<file path="src/rtl/bcd_serial_adder_n.sv">
// Sequential multi-digit BCD adder/subtractor: one decimal digit per clock, LSD first,
// with validated operand capture and active-low seven-segment output per result digit.
module bcd_serial_adder_n #(
  parameter int DIGITS = 4
) (
  input  logic                      clk,
  input  logic                      rst,
  input  logic                      start,
  input  logic                      sub,
  input  logic                      cin,
  input  logic [4*DIGITS-1:0]       x,
  input  logic [4*DIGITS-1:0]       y,
  output logic [4*DIGITS-1:0]       sum,
  output logic                      cout,
  output logic                      busy,
  output logic                      done,
  output logic                      err,
  output logic [7*(DIGITS+1)-1:0]   hex
);

  localparam int W  = 4 * DIGITS;
  localparam int IW = (DIGITS > 1) ? $clog2(DIGITS) : 1;

  typedef enum logic [1:0] {IDLE, RUN, FIN} state_t;

  state_t          state_reg;
  logic [W-1:0]    xa_reg;
  logic [W-1:0]    yb_reg;
  logic [W-1:0]    work_reg;
  logic [W-1:0]    work_next;
  logic [W-1:0]    y_cond;
  logic            carry_reg;
  logic            carry_next;
  logic [IW-1:0]   idx_reg;
  logic            bad_digit;
  logic [4:0]      t;
  logic [4:0]      t_adj;
  logic [3:0]      dig;
  logic            last_digit;

  // Validate raw operands and nine's-complement y for subtraction at capture time
  always_comb begin
    bad_digit = 1'b0;
    y_cond    = '0;
    for (int k = 0; k < DIGITS; k++) begin
      if (x[4*k +: 4] > 4'd9 || y[4*k +: 4] > 4'd9)
        bad_digit = 1'b1;
      y_cond[4*k +: 4] = sub ? (4'd9 - y[4*k +: 4]) : y[4*k +: 4];
    end
  end

  // Operand registers shift right each cycle, so the current digit always sits at [3:0]
  always_comb begin
    t     = {1'b0, xa_reg[3:0]} + {1'b0, yb_reg[3:0]} + {4'b0000, carry_reg};
    t_adj = t - 5'd10;
    if (t > 5'd9) begin
      dig        = t_adj[3:0];
      carry_next = 1'b1;
    end else begin
      dig        = t[3:0];
      carry_next = 1'b0;
    end
  end

  always_comb begin
    work_next = work_reg;
    for (int k = 0; k < DIGITS; k++) begin
      if (idx_reg == IW'(k))
        work_next[4*k +: 4] = dig;
    end
  end

  assign last_digit = (idx_reg == IW'(DIGITS - 1));

  always_ff @(posedge clk) begin
    if (rst) begin
      state_reg <= IDLE;
      xa_reg    <= '0;
      yb_reg    <= '0;
      work_reg  <= '0;
      carry_reg <= 1'b0;
      idx_reg   <= '0;
      sum       <= '0;
      cout      <= 1'b0;
      busy      <= 1'b0;
      done      <= 1'b0;
      err       <= 1'b0;
    end else begin
      case (state_reg)
        IDLE: begin
          done <= 1'b0;
          if (start) begin
            xa_reg    <= x;
            yb_reg    <= y_cond;
            carry_reg <= sub | cin;
            idx_reg   <= '0;
            work_reg  <= '0;
            if (bad_digit) begin
              sum       <= '0;
              cout      <= 1'b0;
              err       <= 1'b1;
              done      <= 1'b1;
              state_reg <= FIN;
            end else begin
              busy      <= 1'b1;
              state_reg <= RUN;
            end
          end
        end
        RUN: begin
          work_reg  <= work_next;
          carry_reg <= carry_next;
          xa_reg    <= xa_reg >> 4;
          yb_reg    <= yb_reg >> 4;
          idx_reg   <= idx_reg + 1'b1;
          if (last_digit) begin
            // Results are loaded on entry to FIN so they are visible during the done cycle
            sum       <= work_next;
            cout      <= carry_next;
            err       <= 1'b0;
            done      <= 1'b1;
            busy      <= 1'b0;
            idx_reg   <= '0;
            state_reg <= FIN;
          end
        end
        FIN: begin
          done      <= 1'b0;
          state_reg <= IDLE;
        end
        default: state_reg <= IDLE;
      endcase
    end
  end

  function automatic logic [6:0] seg7(input logic [3:0] d);
    case (d)
      4'd0:    seg7 = 7'b0000001;
      4'd1:    seg7 = 7'b1001111;
      4'd2:    seg7 = 7'b0010010;
      4'd3:    seg7 = 7'b0000110;
      4'd4:    seg7 = 7'b1001100;
      4'd5:    seg7 = 7'b0100100;
      4'd6:    seg7 = 7'b0100000;
      4'd7:    seg7 = 7'b0001111;
      4'd8:    seg7 = 7'b0000000;
      4'd9:    seg7 = 7'b0000100;
      default: seg7 = 7'b1111111;
    endcase
  endfunction

  genvar gi;
  generate
    for (gi = 0; gi < DIGITS; gi++) begin : g_hex
      assign hex[7*gi +: 7] = err ? 7'b1111111 : seg7(sum[4*gi +: 4]);
    end
  endgenerate

  assign hex[7*DIGITS +: 7] = err ? 7'b1111111 : seg7({3'b000, cout});

endmodule

</file>
<file path="config.mk">
export PLATFORM = sky130hd
export DESIGN_NAME = bcd_serial_adder_n
export DESIGN_NICKNAME = d
export VERILOG_FILES = /design/src/rtl/bcd_serial_adder_n.sv
export SDC_FILE = /design/constraint.sdc
export NUM_CORES = 1
export LEC_CHECK = 0
export CAP_MARGIN = 20
export CORE_MARGIN = 4
export CORE_UTILIZATION = 49
export DETAILED_ROUTE_END_ITERATION = 8
export MAX_ROUTING_LAYER = met4
export PLACE_DENSITY = 0.77
export SKIP_LAST_GASP = 1
export SLEW_MARGIN = 15
export SYNTH_ARGS = -nofsm -noshare
export SYNTH_HDL_FRONTEND = slang
export SYNTH_SLANG_ARGS = --single-unit
</file>
<file path="constraint.sdc">
create_clock -name clk -period 3.79 [get_ports clk]
set_clock_uncertainty 0.1 [all_clocks]
set_input_delay 0.9475 -clock clk [delete_from_list [all_inputs] [get_ports clk]]
set_output_delay 0.9475 -clock clk [all_outputs]
set_load 0.02 [all_outputs]
</file>
==> impl_metrics.json, run 1 <==
{
  "yosysSeqAreaShare_pct": 34.6,
  "ctsHoldBuffers": 0,
  "die_area_um2": 13300,
  "cellPowerDensity_nw_per_um2": 372,
  "worstSetupPathType": "primary input to flip-flop",
  "fin_nets": 844,
  "finalNonFillerCells": 911,
  "period_needed_ps": 3620,
  "syn-cell-area_um2": 5660,
  "initial_core_util_pct": 51.1,
  "drt_first_pass_iters": 7,
  "ioPinCount": 92,
  "vdd_drop_max_v": 0.000425,
  "antenna_found_initial": 0,
  "critPathSlowestCell": "or3_1",
  "maxUsedRoutingLayer": "met4",
  "place.gp.congestion": 0.942,
  "synth_nets": 744,
  "start_kind": "primary input",
  "slew_violations": 0,
  "wl_met1_um": 6220,
  "critPathMaxFanout": 4,
  "drive_above_1_share_pct": 17.5,
  "synthDistinctLibCells": 70,
  "syn2layout_area_growth_pct": 27.9,
  "worstPathRequired_ps": 3910,
  "stdcell_area_um2": 7250,
  "rows": 38,
  "hold_viol_final": 0,
  "max_freq_ghz": 0.276,
  "synthArstFlopShare_pct": 0,
  "cts_tree": "built",
  "synth_area_leaders": "dfxtp_1 35%, ha_1 8.6%, mux2i_1 4.6%, a21oi_1 4.2%, nand2_1 3.8%",
  "die_w_um": 116,
  "clk_latency_ps": 350,
  "drt_wl_total_um": 13900,
  "wl_met3_um": 550,
  "arrival_ps": 3740,
  "clk_pin_slew_ps": 70,
  "yosysTopAreaCellShare_pct": 34.6,
  "crit_family": "simple AND/OR/NAND/NOR gates",
  "htree_levels": 3,
  "wl_met2_um": 6960,
  "diodes": 0,
  "crit_buf_inv": 4,
  "slowest_delay_ps": 490,
  "avgSynthCellArea_um2": 8.50,
  "worst_slack_ps": 171,
  "setup_violations": 0,
  "fin_setup_tns_ps": 0,
  "placedCellCount": 893,
  "coreArea_um2": 11100,
  "post-place-ws_ps": -131,
  "synth_ff_type": "dfxtp_1",
  "outcome": "completed",
  "port_buffers": 90,
  "cts_buffers": 9,
  "grt_pass1_vias": 4844,
  "grtUsageTotal_pct": 22.1,
  "die_height_um": 116,
  "cts_max_path_buffers": 2,
  "maxCapViolCount": 0,
  "dp_hpwl_um": 10400,
  "grt.overflow.total": 0,
  "cts_root_buffer": "clkbuf_16",
  "routed-via-count": 5111,
  "clock-sinks": 98,
  "fin_util_pct": 65.4,
  "drtIter0Drc": 405,
  "crit_path_end_kind": "flip-flop",
  "ys_warn_count": 0,
  "drt-vias-per-instance": 5.61,
  "synth-edff-count": 0,
  "hold_class": "flip-flop to flip-flop",
  "period_share_pct": 95.5,
  "ant_nets": 0,
  "ys_ff_latch": 98,
  "worst_pin_slew_ps": 699,
  "grt_max_degree": 57,
  "cp_cell_sequence": "clkdlybuf4s50_1, o21ai_0, nand4_1, or3_1, and4_1, a31oi_1, buf_4, inv_1, ha_1, inv_1, a221oi_2",
  "slew-limit-headroom_pct": 53.3,
  "yosysTopAreaCell": "dfxtp_1",
  "postPlaceCellArea_um2": 6860,
  "drc": 0,
  "leakagePower_nw": 3.01,
  "wire_per_inst_um": 15.3,
  "grt_pass1_wl_um": 23000,
  "cpMostUsedCell": "inv_1",
  "synthCells": 666
}
area by class of cell:
| class | count | area, um^2 |
|---|---|---|
| well taps | 140 | 175 |
| inverters | 49 | 184 |
| repair buffers | 136 | 1240 |
| flip-flops and latches | 98 | 1960 |
| fillers | 913 | 3830 |
| multi-input cells | 472 | 3380 |
| clock buffers | 12 | 246 |
| clock inverters | 4 | 51.3 |
layer usage:
layer / up-vias / track usage, %
met1: 2407 / 27.6
li1: 2553 / -
met3: 22 / 4.65
met4: 0 / 6.81
met5: - / -
met2: 129 / 36.0
path summary, 6_finish.rpt:
check | from | to | slack [ps] | cells after the start
min reg2reg | xa_reg[14] | xa_reg[14] | 350 | 2
max reg2reg | carry_reg | flip-flop | 190 | 14
min | xa_reg[14] | xa_reg[14] | 350 | 2
max | y[14] | flip-flop | 170 | 11
cells in the mapped netlist, drive strengths merged, types with 4 or more instances:
master	number
a31oi	8
xnor2	5
o21ai	36
nor4	4
nand2b	4
o211ai	17
o41ai	4
xor2	4
buf	13
nor3	18
or2	30
dfxtp	98
a211oi	18
ha	39
mux2i	26
nor2b	5
o211a	4
nand4	5
a32oi	8
nand3	12
and2	4
nor2	56
a221oi	9
nand2	59
a21oi	50
a21o	5
inv	48
clkbuf	34
metrics by stage:
step | hold WS, ps | power (W)
after global placement | 338 | 0.00175
after floorplan | 327 | 0.00151
final | 352 | 0.00269
after global routing | 370 | 0.00283
after CTS | 354 | 0.00267
after detailed placement | 347 | 0.00176
cells in the final DEF, fill, tap and decap left out, drive strengths merged, types with 3 or more instances in the layout:
master	count
a211oi	18
a21o	5
a21oi	50
a221oi	9
a31oi	8
a32oi	8
and2	4
and3	3
and4	3
buf	47
clkbuf	12
clkdlybuf4s50	89
clkinv	3
dfxtp	98
ha	39
inv	48
mux2	3
mux2i	26
nand2	59
nand2b	4
nand3	12
nand4	5
nor2	56
nor2b	5
nor3	18
nor4	4
nor4b	3
o2111ai	3
o211a	4
o211ai	17
o21ai	36
o31a	3
o41ai	4
or2	30
xnor2	5
xor2	4
kinds of logic after synthesis:
logic type	synth area share, %
and+or+nand+nor	19.2
AOI/OAI and AO/OA	23.0
DFF	34.6
buffers and inverters	6.96
adders and majority gates	9.32
muxes	5.26
xor gates and xnor gates	1.52
other	0.0662
worst register-to-register path: stages, from the launching register on:
cell and delay (ps):
dfxtp_1 330, fa_2 430, fa_2 560, inv_1 60, ha_1 200, inv_2 80, o2bb2ai_4 90, nor4_4 420
nor4_2 100, o211ai_1 300, a21o_1 240, inv_2 80, ha_1 180, mux2_4 260, a21oi_2 130
where the power goes:
| part | internal, W | switching [W] | total, W |
|---|---|---|---|
| Sequential | 0.00107 | 0.0000256 | 0.00109 |
| Clock | 0.000530 | 0.000390 | 0.000920 |
| Combinational | 0.000301 | 0.000381 | 0.000681 |
what timing repair did:
action	in CTS	in global routing
setup endpoints to repair	0	23
resized for setup	0	15
setup buffers	0	2
Note: power is estimated with default switching activity, not from simulation.
==> run 2, diff against run 1 <==
Settings changed: CORE_ASPECT_RATIO from default to 0.75, CORE_UTILIZATION 49 to 54, PLACE_DENSITY 0.77 to 0.81.
Clock period 3.79 ns to 3.87 ns, I/O delays scaled along.
==> impl_metrics.json, run 2 (synthesis gave the netlist of run 1 again) <==
{
  "outcome": "completed",
  "r2r_start": "xa_reg[0]",
  "drive_above_1_share_pct": 14.8,
  "diodes": 0,
  "clock-sinks": 98,
  "finalNonFillerCells": 887,
  "initial_core_util_pct": 55.2,
  "clk_pin_slew_ps": 70,
  "wl_met3_um": 615,
  "syn2layout_area_growth_pct": 24.7,
  "drt_wl_total_um": 14000,
  "slew-limit-headroom_pct": 58.4,
  "rows": 32,
  "maxUsedRoutingLayer": "met4",
  "ant_nets": 0,
  "grt_pass1_vias": 4846,
  "htree_levels": 3,
  "mostFrequentLayoutCells": "98 x dfxtp_1, 89 x clkdlybuf4s50_1, 58 x nand2_1",
  "cellPowerDensity_nw_per_um2": 355,
  "hold_class": "flip-flop to flip-flop",
  "critPathMaxFanout": 5,
  "grt_pass1_wl_um": 23400,
  "dp_hpwl_um": 10300,
  "cts_max_path_buffers": 2,
  "grtUsageTotal_pct": 23.6,
  "period_needed_ps": 3690,
  "start_kind": "flip-flop",
  "grt_max_degree": 57,
  "hold_depth": 2,
  "min_from": "work_reg[0]",
  "cts_root_buffer": "clkbuf_16",
  "worst_slack_ps": 178,
  "drc": 0,
  "place.gp.congestion": 0.883,
  "cts_setup_buffers": 0,
  "worstHoldEndpoint": "work_reg[0]",
  "leakagePower_nw": 2.91,
  "port_buffers": 90,
  "rr_worst_depth": 13,
  "wl_met2_um": 6920,
  "coreArea_um2": 10200,
  "vdd_drop_max_v": 0.000191,
  "period_share_pct": 95.4,
  "cts_buffers": 9,
  "maxCapViolCount": 0,
  "wl_met1_um": 6310,
  "reg2reg_slack_ps": 180,
  "die_w_um": 126,
  "drt-vias-per-instance": 5.81,
  "routed-via-count": 5153,
  "antenna_found_initial": 0,
  "final_common_cell": "dfxtp_1",
  "clk_latency_ps": 350,
  "slew_violations": 0,
  "worstPathRequired_ps": 4040,
  "hold_viol_final": 0,
  "drt_first_pass_iters": 5,
  "grt.overflow.total": 0,
  "worstSetupPathType": "flip-flop to flip-flop",
  "cts_tree": "built",
  "critPathLaunch": "xa_reg[0]",
  "crit_path_end_kind": "flip-flop",
  "arrival_ps": 3860,
  "drtIter0Drc": 377,
  "max_freq_ghz": 0.271,
  "die_area_um2": 12200,
  "worst_pin_slew_ps": 622,
  "post-place-ws_ps": -112,
  "wire_per_inst_um": 15.8,
  "fin_nets": 825,
  "ioPinCount": 92,
  "die_height_um": 96.7,
  "placedCellCount": 872,
  "setup_violations": 0
}
==> run 2: cell count changes in the layout (fill, tap and decap cells not counted), sizes merged <==
cell / change
buf: -19
clkbuf: -2
clkinvlp: +2
bufinv: -1
==> run 2: critical path, cell delays in order (launching register included) <==
cell and delay, ps:
dfxtp_1 340, fa_2 430, fa_1 470, inv_1 180, ha_2 270, inv_1 100
o2bb2ai_4 220, nor4_4 80, o31ai_1 380, a41o_1 290, inv_1 100, ha_1 220
or2_0 260, a31oi_1 170
==> run 2: power by group <==
group	leakage [nW]	internal [W]	switching, W
Clock	0.120	0.000430	0.000378
Combinational	1.99	0.000260	0.000368
Sequential	0.797	0.00104	0.0000242
==> run 2: timing repair <==
action                     in CTS  in global routing
resized for setup               0                  9
hold buffers                    0                  0
setup endpoints to repair       0                 21
==> run 2: area by class of cell <==
cell class	count	area, um^2
clock inverter	5	32.5
tap	136	170
timing repair buffer	117	1120
multi-input combinational	472	3360
clock buffer	10	229
sequential	98	1960
fill	806	3190
inverter	49	184
==> run 2: how the worst max path moves through the flow <==
stage                      to  slack [ps]  depth (start not counted)
finish              flip-flop         180                         13
global route        flip-flop          -3                         14
global placement    flip-flop          70                          9
detailed placement  flip-flop        -110                         10
CTS                 flip-flop          40                         14
floorplan           flip-flop         260                         14
==> run 2: metal layers <==
layer,up-vias,track usage (%)
li1,2512,-
met1,2474,30.6
met2,145,38.3
met3,22,4.58
met4,0,5.44
met5,-,-
==> run 2: per-stage QoR <==
step / instance area, um^2 / hold slack, ps / utilization, % / setup TNS, ps / power (W)
6_report: 7060 / 351 / 68.9 / 0 / 0.00250
5_1_grt: 7060 / 363 / 68.9 / -2.68 / 0.00260
4_1_cts: 7010 / 352 / 68.4 / 0 / 0.00249
3_5_place_dp: 6750 / 342 / 65.9 / -460 / 0.00169
3_3_place_gp: 6750 / 337 / 65.9 / 0 / 0.00167
2_1_floorplan: 5660 / 327 / - / 0 / 0.00147
